<file path="src/rtl/tile_clock_gater_pkg.sv">
// Shared types and constants for the tile clock gater: channel states, register offsets, TileLink opcodes.
// No logic here beyond a byte-lane merge helper used by the register file.
package tile_clock_gater_pkg;

    typedef enum logic [1:0] {
        CH_RUN   = 2'd0,
        CH_DRAIN = 2'd1,
        CH_GATED = 2'd2,
        CH_WAKE  = 2'd3
    } ch_state_t;

    localparam logic [11:0] REG_EN     = 12'h000;
    localparam logic [11:0] REG_STATUS = 12'h008;
    localparam logic [11:0] REG_SETTLE = 12'h010;
    localparam logic [11:0] REG_WAKE   = 12'h018;

    localparam logic [2:0] TL_PUT_FULL        = 3'd0;
    localparam logic [2:0] TL_PUT_PARTIAL     = 3'd1;
    localparam logic [2:0] TL_GET             = 3'd4;
    localparam logic [2:0] TL_ACCESS_ACK      = 3'd0;
    localparam logic [2:0] TL_ACCESS_ACK_DATA = 3'd1;

    localparam logic [7:0] SETTLE_RST = 8'h10;
    localparam logic [7:0] WAKE_RST   = 8'h04;

    function automatic logic [63:0] lane_merge(input logic [63:0] old_val,
                                               input logic [63:0] wr_val,
                                               input logic [7:0]  mask);
        logic [63:0] res;
        for (int b = 0; b < 8; b++) begin
            res[b*8 +: 8] = mask[b] ? wr_val[b*8 +: 8] : old_val[b*8 +: 8];
        end
        return res;
    endfunction

endpackage

</file>
<file path="src/rtl/tile_clock_gate_ch.sv">
// One tile's gate sequencer (RUN/DRAIN/GATED/WAKE) with settle/wake counter; outputs registered.
// Latency: reacts to en/idle at the next clock edge; no handshake, never stalls.
module tile_clock_gate_ch
    import tile_clock_gater_pkg::*;
#(
    parameter int CNT_W = 8
) (
    input  logic             clock,
    input  logic             reset_n,
    input  logic             en,
    input  logic             idle,
    input  logic [CNT_W-1:0] settle,
    input  logic [CNT_W-1:0] wake,
    output logic             clk_en,
    output logic             tile_reset,
    output logic             gated
);

    ch_state_t        state_q, state_d;
    logic [CNT_W-1:0] cnt_q, cnt_d;
    logic             clk_en_q, clk_en_d;
    logic             tile_reset_q, tile_reset_d;
    logic             gated_q, gated_d;

    always_comb begin
        state_d = state_q;
        cnt_d   = cnt_q;
        case (state_q)
            CH_RUN: begin
                if (!en) begin
                    state_d = CH_DRAIN;
                    cnt_d   = settle;
                end
            end
            CH_DRAIN: begin
                if (en) begin
                    state_d = CH_RUN;
                end else if (!idle) begin
                    cnt_d = settle;
                end else if (cnt_q == '0) begin
                    state_d = CH_GATED;
                end else begin
                    cnt_d = cnt_q - CNT_W'(1);
                end
            end
            CH_GATED: begin
                if (en) begin
                    state_d = CH_WAKE;
                    cnt_d   = wake;
                end
            end
            CH_WAKE: begin
                // en is deliberately not looked at until the wake count completes
                if (cnt_q == '0) begin
                    state_d = CH_RUN;
                end else begin
                    cnt_d = cnt_q - CNT_W'(1);
                end
            end
        endcase
        clk_en_d     = (state_d != CH_GATED);
        tile_reset_d = (state_d == CH_GATED) || (state_d == CH_WAKE);
        gated_d      = (state_d == CH_GATED);
    end

    always_ff @(posedge clock or negedge reset_n) begin
        if (!reset_n) begin
            state_q      <= CH_RUN;
            cnt_q        <= '0;
            clk_en_q     <= 1'b1;
            tile_reset_q <= 1'b0;
            gated_q      <= 1'b0;
        end else begin
            state_q      <= state_d;
            cnt_q        <= cnt_d;
            clk_en_q     <= clk_en_d;
            tile_reset_q <= tile_reset_d;
            gated_q      <= gated_d;
        end
    end

    assign clk_en     = clk_en_q;
    assign tile_reset = tile_reset_q;
    assign gated      = gated_q;

endmodule

</file>
<file path="src/rtl/tile_clock_gater_nch.sv">
// TileLink-UL register block driving N_CH tile clock-gate sequencers; response registered one cycle after accept.
// One-entry response buffer: a_ready = ~d_valid | d_ready, so accept and drain may share a cycle.
module tile_clock_gater_nch
    import tile_clock_gater_pkg::*;
#(
    parameter int N_CH  = 4,
    parameter int SRC_W = 11,
    parameter int CNT_W = 8
) (
    input  logic             clock,
    input  logic             reset_n,
    input  logic             a_valid,
    output logic             a_ready,
    input  logic [2:0]       a_opcode,
    input  logic [1:0]       a_size,
    input  logic [SRC_W-1:0] a_source,
    input  logic [11:0]      a_address,
    input  logic [7:0]       a_mask,
    input  logic [63:0]      a_data,
    output logic             d_valid,
    input  logic             d_ready,
    output logic [2:0]       d_opcode,
    output logic [1:0]       d_size,
    output logic [SRC_W-1:0] d_source,
    output logic [63:0]      d_data,
    input  logic [N_CH-1:0]  idle,
    output logic [N_CH-1:0]  clk_en,
    output logic [N_CH-1:0]  tile_reset
);

    logic [N_CH-1:0]  en_q, en_d;
    logic [CNT_W-1:0] settle_q, settle_d;
    logic [CNT_W-1:0] wake_q, wake_d;
    logic             d_valid_q, d_valid_d;
    logic [2:0]       d_opcode_q, d_opcode_d;
    logic [1:0]       d_size_q, d_size_d;
    logic [SRC_W-1:0] d_source_q, d_source_d;
    logic [63:0]      d_data_q, d_data_d;
    logic [N_CH-1:0]  gated;

    logic        acc, is_put, is_get;
    logic [11:0] reg_sel;
    logic [63:0] rd_data, merged_en, merged_settle, merged_wake;
    logic        unused_bits;

    assign a_ready = ~d_valid_q | d_ready;
    assign acc     = a_valid & a_ready;
    assign is_put  = (a_opcode == TL_PUT_FULL) || (a_opcode == TL_PUT_PARTIAL);
    assign is_get  = (a_opcode == TL_GET);
    assign reg_sel = {a_address[11:3], 3'b000};

    assign merged_en     = lane_merge(64'(en_q), a_data, a_mask);
    assign merged_settle = lane_merge(64'(settle_q), a_data, a_mask);
    assign merged_wake   = lane_merge(64'(wake_q), a_data, a_mask);
    assign unused_bits   = ^{a_address[2:0], merged_en[63:N_CH],
                             merged_settle[63:CNT_W], merged_wake[63:CNT_W]};

    always_comb begin
        rd_data = '0;
        case (reg_sel)
            REG_EN:     rd_data = 64'(en_q);
            REG_STATUS: rd_data = 64'(gated);
            REG_SETTLE: rd_data = 64'(settle_q);
            REG_WAKE:   rd_data = 64'(wake_q);
            default:    rd_data = '0;
        endcase
    end

    always_comb begin
        en_d       = en_q;
        settle_d   = settle_q;
        wake_d     = wake_q;
        d_valid_d  = d_valid_q & ~d_ready;
        d_opcode_d = d_opcode_q;
        d_size_d   = d_size_q;
        d_source_d = d_source_q;
        d_data_d   = d_data_q;
        if (acc) begin
            d_valid_d  = 1'b1;
            d_opcode_d = is_put ? TL_ACCESS_ACK : TL_ACCESS_ACK_DATA;
            d_size_d   = a_size;
            d_source_d = a_source;
            d_data_d   = is_get ? rd_data : '0;
            if (is_put) begin
                case (reg_sel)
                    REG_EN:     en_d     = merged_en[N_CH-1:0];
                    REG_SETTLE: settle_d = merged_settle[CNT_W-1:0];
                    REG_WAKE:   wake_d   = merged_wake[CNT_W-1:0];
                    default:    ;
                endcase
            end
        end
    end

    always_ff @(posedge clock or negedge reset_n) begin
        if (!reset_n) begin
            en_q       <= '1;
            settle_q   <= CNT_W'(SETTLE_RST);
            wake_q     <= CNT_W'(WAKE_RST);
            d_valid_q  <= 1'b0;
            d_opcode_q <= '0;
            d_size_q   <= '0;
            d_source_q <= '0;
            d_data_q   <= '0;
        end else begin
            en_q       <= en_d;
            settle_q   <= settle_d;
            wake_q     <= wake_d;
            d_valid_q  <= d_valid_d;
            d_opcode_q <= d_opcode_d;
            d_size_q   <= d_size_d;
            d_source_q <= d_source_d;
            d_data_q   <= d_data_d;
        end
    end

    assign d_valid  = d_valid_q;
    assign d_opcode = d_opcode_q;
    assign d_size   = d_size_q;
    assign d_source = d_source_q;
    assign d_data   = d_data_q;

    for (genvar i = 0; i < N_CH; i++) begin : g_ch
        tile_clock_gate_ch #(.CNT_W(CNT_W)) u_ch (
            .clock      (clock),
            .reset_n    (reset_n),
            .en         (en_q[i]),
            .idle       (idle[i]),
            .settle     (settle_q),
            .wake       (wake_q),
            .clk_en     (clk_en[i]),
            .tile_reset (tile_reset[i]),
            .gated      (gated[i])
        );
    end

endmodule

</file>
<file path="config.mk">
export PLATFORM = sky130hd
export DESIGN_NAME = tile_clock_gater_nch
export DESIGN_NICKNAME = d
export VERILOG_FILES = /design/src/rtl/tile_clock_gater_pkg.sv /design/src/rtl/tile_clock_gate_ch.sv /design/src/rtl/tile_clock_gater_nch.sv
export SDC_FILE = /design/constraint.sdc
export NUM_CORES = 1
export LEC_CHECK = 0
export BUFFER_PORTS_ARGS = -buffer_cell sky130_fd_sc_hd__buf_2
export CORE_ASPECT_RATIO = 2
export CORE_MARGIN = 2
export CORE_UTILIZATION = 47
export DETAILED_ROUTE_END_ITERATION = 6
export PLACE_DENSITY = 0.81
export SLEW_MARGIN = 20
export SYNTH_ARGS = -nofsm -noshare
export SYNTH_HDL_FRONTEND = slang
export SYNTH_HIERARCHICAL = 1
export SYNTH_SLANG_ARGS = --single-unit
</file>
<file path="constraint.sdc">
create_clock -name clock -period 1.9 [get_ports clock]
set_clock_uncertainty 0.15 [all_clocks]
set_input_delay 0.285 -clock clock [delete_from_list [all_inputs] [get_ports clock]]
set_output_delay 0.285 -clock clock [all_outputs]
set_load 0.02 [all_outputs]
</file>
==> run_results.csv, run 1 <==
group,metric,value,unit
finish,multiInputGateArea,0.00354,mm^2
setup_path,cp.arrival,1970,ps
global_route,grt.total_usage,23.2,%
logic_synthesis,synth-seq-cells,95,
finish,drive_above_1_share,37.3,%
timing,tns,0,ps
power_and_ir_drop,p_leak,3.53,nW
setup_path,r2r_setup_slack,9,ps
timing,finalHoldViolCount,0,
global_route,antenna_found_initial,0,
global_route,overflow,0,
floorplanning,io_pins,198,
global_route,grt_max_degree,40,
routing,first_iter_violations,575,
floorplanning,initial_utilization,47.9,%
routing,firstDrtPassIters,5,
setup_path,required,1980,ps
placement,dpl.cell_count,905,
finish,seq_area,0.00239,mm^2
routing,drc_errors,0,
clock_network,cts.sinks,95,
timing,timing.final.crit_share,99.5,%
timing,fin_ws,8.59,ps
placement,hpwlAfterDp,12600,um
routing,postRouteAntennaNets,0,
logic_synthesis,yosysSeqAreaShare,38.4,%
setup_path,critPathKind,"register to register",
power_and_ir_drop,p_per_area,1330,mW/mm^2
power_and_ir_drop,peakVddDrop,734,uV
clock_network,numCtsBuffers,9,
finish,syn2layout_area_growth,22.3,%
routing,wl_per_cell,18.5,um
run,max-cap-violations,0,
setup_path,cp-start-kind,"register",
placement,pre_cts_slack,-110,ps
logic_synthesis,synth_edf_count,0,
logic_synthesis,ys_top_cells_by_area,"dfrtp_1, buf_4, mux2_2, dfstp_2, a21oi_1",
setup_path,end_kind,"register",
floorplanning,fp.dieW,85.3,um
setup_path,path_max_fanout,5,
timing,finalSetupViolCount,0,
finish,stdcell_count,933,
logic_synthesis,synth_area,0.00622,mm^2
logic_synthesis,ys_types,67,
logic_synthesis,async_flop_share,100,%
timing,fin_crit,1890,ps
floorplanning,fp.coreArea,0.0130,mm^2
clock_network,clk_latency,350,ps
clock_network,path_clk_slew,70,ps
logic_synthesis,synth_top_area_share,34.2,%
floorplanning,num_rows,59,
clock_network,cts_root_buf,"clkbuf_16",
clock_network,cts_tree,"yes",
placement,port_buffers,73,
routing,via_count,5519,
finish,diodes,0,
logic_synthesis,synth_top_cells_by_count,"dfrtp_1, buf_4, a21oi_1",
logic_synthesis,synthCells,634,
global_route,grt_pass1_vias,5410,
routing,avgViaCountPerCell,5.92,
logic_synthesis,synth_ff_type,"dfrtp_1",
timing,rsz0062_at_grt,"true",
finish,fillers,1103,
logic_synthesis,yosysWarnings,6,
timing,slew_headroom,62.3,%
logic_synthesis,yosysMostFrequentCell,"dfrtp_1",
timing,fmax,0.529,GHz
global_route,grt_pass1_wl,26100,um
timing,tightest_slew,564,ps
outcome,status,"finished clean",
worst_hold_path,min_path_type,"input port to register",
clock_network,cts_buffer_depth,2,
clock_network,htreeDepth,3,
routing,routed_wl,17200,um
placement,place_congestion,0.927,
logic_synthesis,syn_area_per_cell,9.81,um^2
logic_synthesis,yosysTopAreaCell,"dfrtp_1",
floorplanning,die_area,0.0142,mm^2
timing,slew_violations,0,
floorplanning,die_y,167,um
finish,nets,888,
==> final cells by class <==
class,instances,area share (%)
Multi-Input combinational cell,476,46.6
Sequential cell,95,31.5
Timing Repair Buffer,157,13.7
Clock buffer,11,3.06
Tap cell,152,2.50
Inverter,37,1.83
Clock inverter,5,0.872
==> where the power goes <==
group | internal (mW) | switching (mW) | total, mW
clock | 1.04 | 0.814 | 1.85
sequential | 2.53 | 0.407 | 2.93
combinational | 2.54 | 2.82 | 5.36
==> cell usage in the layout (no fill, tap or decap), drive strengths merged, types with 5 or more instances in the layout <==
cell / instances
dfstp: 10
o21ai: 35
o32ai: 6
a221oi: 14
or4: 8
a21o: 13
nor2b: 17
o21a: 11
nor4: 13
inv: 36
a32o: 6
nor2: 28
or3: 6
o311ai: 5
dfrtp: 85
o22ai: 13
nor3b: 5
and3: 11
nand2: 23
nand3: 12
nor3: 6
and4: 5
clkbuf: 11
mux2i: 19
buf: 155
conb: 58
nand2b: 19
mux2: 35
and2: 7
a21oi: 45
==> worst max-delay path, stage by stage, from the launching register on <==
cell	delay [ps]
dfrtp_1	390
buf_4	140
or4_4	530
o21ai_1	170
o31ai_1	90
a211o_1	310
==> repair_timing <==
action                     CTS  global route
hold buffers                 2             0
pin swaps                    2            12
setup buffers                0            10
gates cloned                 0             0
resized for setup            7            39
setup endpoints to repair   13            34
hold endpoints to repair    20             0
==> cell families after synthesis <==
logic type               count (synthesis)  share of synthesized area (%)
buffers and inverters                  120                           11.2
AND/OR/NAND/NOR                        177                           18.7
flip-flops                              95                           38.4
adder cells (fa/ha/maj)                  4                          0.805
multiplexers                            58                           10.8
AO/OA/AOI/OAI                          179                           20.0
other                                    1                         0.0603
==> stage by stage <==
step | power, mW | util [%] | hold slack [ps] | cell area [um^2]
final | 10.1 | 58.5 | 7.93 | 7600
after floorplan | 6.04 | - | -161 | 6430
after global placement | 7.46 | 54.0 | 53.6 | 7010
after global routing | 10.8 | 58.5 | 5.67 | 7600
after CTS | 9.53 | 56.7 | 12.7 | 7370
after detailed placement | 7.56 | 54.0 | 51.9 | 7010
==> metal layers <==
metal | part of all wire (%) | up-vias | routed length [um] | global-route usage [%]
met5 | 0 | - | 0 | 0
met3 | 4.8 | 84 | 822 | 2.73
met1 | 33 | 2664 | 5710 | 22.2
li1 | - | 2527 | - | -
met2 | 54 | 244 | 9280 | 43.2
met4 | 8.2 | 0 | 1420 | 17.7
==> worst paths after layout <==
path / start / end / cells past startpoint
min in group asynchronous: reset_n / g_ch[3].u_ch/tile_reset / 2
worst min-delay path: a_size[1] / d_size[1] / 2
worst min register to register: d_data[7] / d_data[7] / 2
max in group asynchronous: reset_n / en_q[2] / 3
worst max register to register: g_ch[3].u_ch/cnt_q[1] / g_ch[3].u_ch/cnt_q[5] / 5
worst max-delay path: g_ch[3].u_ch/cnt_q[1] / g_ch[3].u_ch/cnt_q[5] / 5
==> registers in the layout, summed over array words and instances, names as in the netlist <==
signal / count
d_data: 8
d_opcode: 1
d_size: 2
d_source: 11
d_valid: 1
en_q: 4
g_ch.u_ch/clk_en: 4
g_ch.u_ch/cnt_q: 32
g_ch.u_ch/gated: 4
g_ch.u_ch/state_q: 8
g_ch.u_ch/tile_reset: 4
settle_q: 8
wake_q: 8
No activity file was read; power rests on OpenSTA's default activity.
==> inputs of run 2 (changes only) <==
- CORE_UTILIZATION: 47 -> 56
- PLACE_DENSITY: 0.81 -> 0.9
- clock period: 1.9 -> 2.4 ns (I/O delays scaled with it)
==> run 2 against run 1 <==
Maximum frequency fell by 17%. Core utilization rose by 4.2 points. Sequential share of layout area rose by 3.6 points. Highest routed layer unchanged. Worst hold slack improved by 83 ps. Cell area fell by 10%. Clock-buffer cell count did not move. Die area fell by 16%. Wire length fell by 5.6%.
==> run_results.csv, run 2 (same netlist as run 1, synthesis figures left out) <==
group,metric,value,unit
finish,final_common_cell,"dfrtp_1",
global_route,antenna_found_initial,0,
routing,via_count,5302,
routing,routed_wl,16300,um
timing,fin_crit,2270,ps
routing,wl_met3,874,um
setup_path,rr_worst_depth,6,
clock_network,cts_tree,"yes",
setup_path,timing.rr.start,"g_ch[1].u_ch/cnt_q[0]",
power_and_ir_drop,p_per_area,1020,mW/mm^2
setup_path,regToRegEndpoint,"g_ch[1].u_ch/cnt_q[3]",
clock_network,htreeDepth,3,
timing,tns,0,ps
global_route,grt_max_degree,42,
clock_network,postCtsSetupRepairBufs,0,
worst_hold_path,holdPathStages,2,
clock_network,cts_root_buf,"clkbuf_16",
global_route,grt.total_usage,27.6,%
finish,nets,818,
routing,wl_met2,8900,um
routing,top_layer,"met4",
power_and_ir_drop,p_leak,3.14,nW
clock_network,post_cts_resized,0,
floorplanning,initial_utilization,57.2,%
clock_network,clk_latency,350,ps
placement,place_congestion,0.980,
floorplanning,io_pins,198,
placement,pre_cts_slack,225,ps
finish,seq_area,0.00239,mm^2
clock_network,cts.sinks,95,
floorplanning,num_rows,54,
power_and_ir_drop,fin_total_pwr,6.95,mW
finish,fillers,896,
global_route,grt_pass1_vias,5197,
setup_path,cp-startpoint,"g_ch[1].u_ch/cnt_q[0]",
routing,avgViaCountPerCell,6.23,
finish,max_flop_register,"g_ch.u_ch/cnt_q",
timing,timing.final.crit_share,94.6,%
worst_hold_path,min_path_type,"input port to register",
placement,port_buffers,73,
setup_path,cp-start-kind,"register",
finish,largest_reg_flops,32,
finish,multiInputGateArea,0.00335,mm^2
outcome,status,"finished clean",
timing,finalHoldViolCount,0,
floorplanning,die_y,153,um
routing,postRouteAntennaNets,0,
setup_path,endpoint,"g_ch[1].u_ch/cnt_q[3]",
timing,fmax,0.440,GHz
clock_network,cts_buffer_depth,2,
routing,wl_per_cell,19.1,um
clock_network,numCtsBuffers,9,
finish,drive_above_1_share,27.4,%
timing,rsz0062_at_grt,"false",
finish,diodes,0,
setup_path,required,2460,ps
timing,finalSetupViolCount,0,
finish,syn2layout_area_growth,9.74,%
finish,mostFrequentLayoutCells,"dfrtp_1, buf_2, conb_1, a21oi_1, mux2_2",
global_route,overflow,0,
timing,slew_headroom,57.8,%
setup_path,cp.arrival,2330,ps
routing,firstDrtPassIters,5,
setup_path,critPathKind,"register to register",
global_route,grt_pass1_wl,26200,um
finish,final_util,62.7,%
timing,tightest_slew,634,ps
routing,drc_errors,0,
timing,fin_ws,130,ps
setup_path,r2r_setup_slack,130,ps
floorplanning,fp.dieW,78.5,um
timing,slew_violations,0,
power_and_ir_drop,peakVddDrop,496,uV
routing,first_iter_violations,468,
run,max-cap-violations,0,
routing,wl_met1,5510,um
placement,hpwlAfterDp,12200,um
setup_path,end_kind,"register",
floorplanning,fp.coreArea,0.0109,mm^2
floorplanning,die_area,0.0120,mm^2
clock_network,path_clk_slew,70,ps
setup_path,path_max_fanout,7,
==> run 2: cell count changes in the layout (fill, tap and decap cells not counted), moves of 4 or more <==
| cell | change |
|---|---|
| inv_2 | -5 |
| ha_1 | +4 |
| nor4_4 | -4 |
| buf_4 | -67 |
| nor3b_4 | -4 |
| inv_1 | +5 |
| a21oi_1 | +4 |
==> run 2: area by class of cell <==
type	instances	share of cell area, %
Timing Repair Buffer	87	7.15
Multi-Input combinational cell	476	49.1
Clock inverter	5	0.605
Clock buffer	11	3.56
Tap cell	140	2.57
Sequential cell	95	35.0
Inverter	37	2.04
==> run 2: repair_timing <==
item                                    in CTS  in global routing
endpoints found under the hold margin       27                  0
hold buffers                                 1                  0
endpoints found under the setup margin       0                  0
==> run 2: routing by layer <==
| layer | up-vias | global-route usage [%] |
|---|---|---|
| li1 | 2376 | - |
| met1 | 2590 | 27.3 |
| met2 | 260 | 51.2 |
| met3 | 76 | 4.84 |
| met4 | 0 | 17.6 |
| met5 | - | 0 |
==> run 2: how the worst min path moves through the flow <==
stage	start	to	slack (ps)
4_1_cts	a_valid	d_valid	80
2_1_floorplan	reset_n	d_data[0]	-90
3_5_place_dp	reset_n	g_ch[0].u_ch/tile_reset	180
5_1_grt	a_source[6]	d_source[6]	90
6_report	a_valid	d_valid	90
3_3_place_gp	reset_n	g_ch[0].u_ch/tile_reset	180
==> run 2: critical path, cell delays in order (launching register included) <==
cell and delay (ps):
dfrtp_1 400, inv_1 110, ha_1 250, nor3b_2 300, a21oi_1 260, a221oi_1 490, o22ai_1 170
==> run 2: power by group <==
group	total, mW	leakage (nW)	switching, mW	internal [mW]
Combinational	3.13	1.81	1.77	1.36
Sequential	2.45	1.19	0.454	2.00
Clock	1.37	0.132	0.634	0.739
==> run 2: metrics by stage <==
step | cells | instance area, um^2 | hold WS [ps]
2_1_floorplan | 691 | 6430 | -85.6
3_3_place_gp | 834 | 6530 | 178
3_5_place_dp | 834 | 6530 | 178
4_1_cts | 851 | 6820 | 84.5
5_1_grt | 851 | 6820 | 85.3
6_report | 851 | 6820 | 91.0
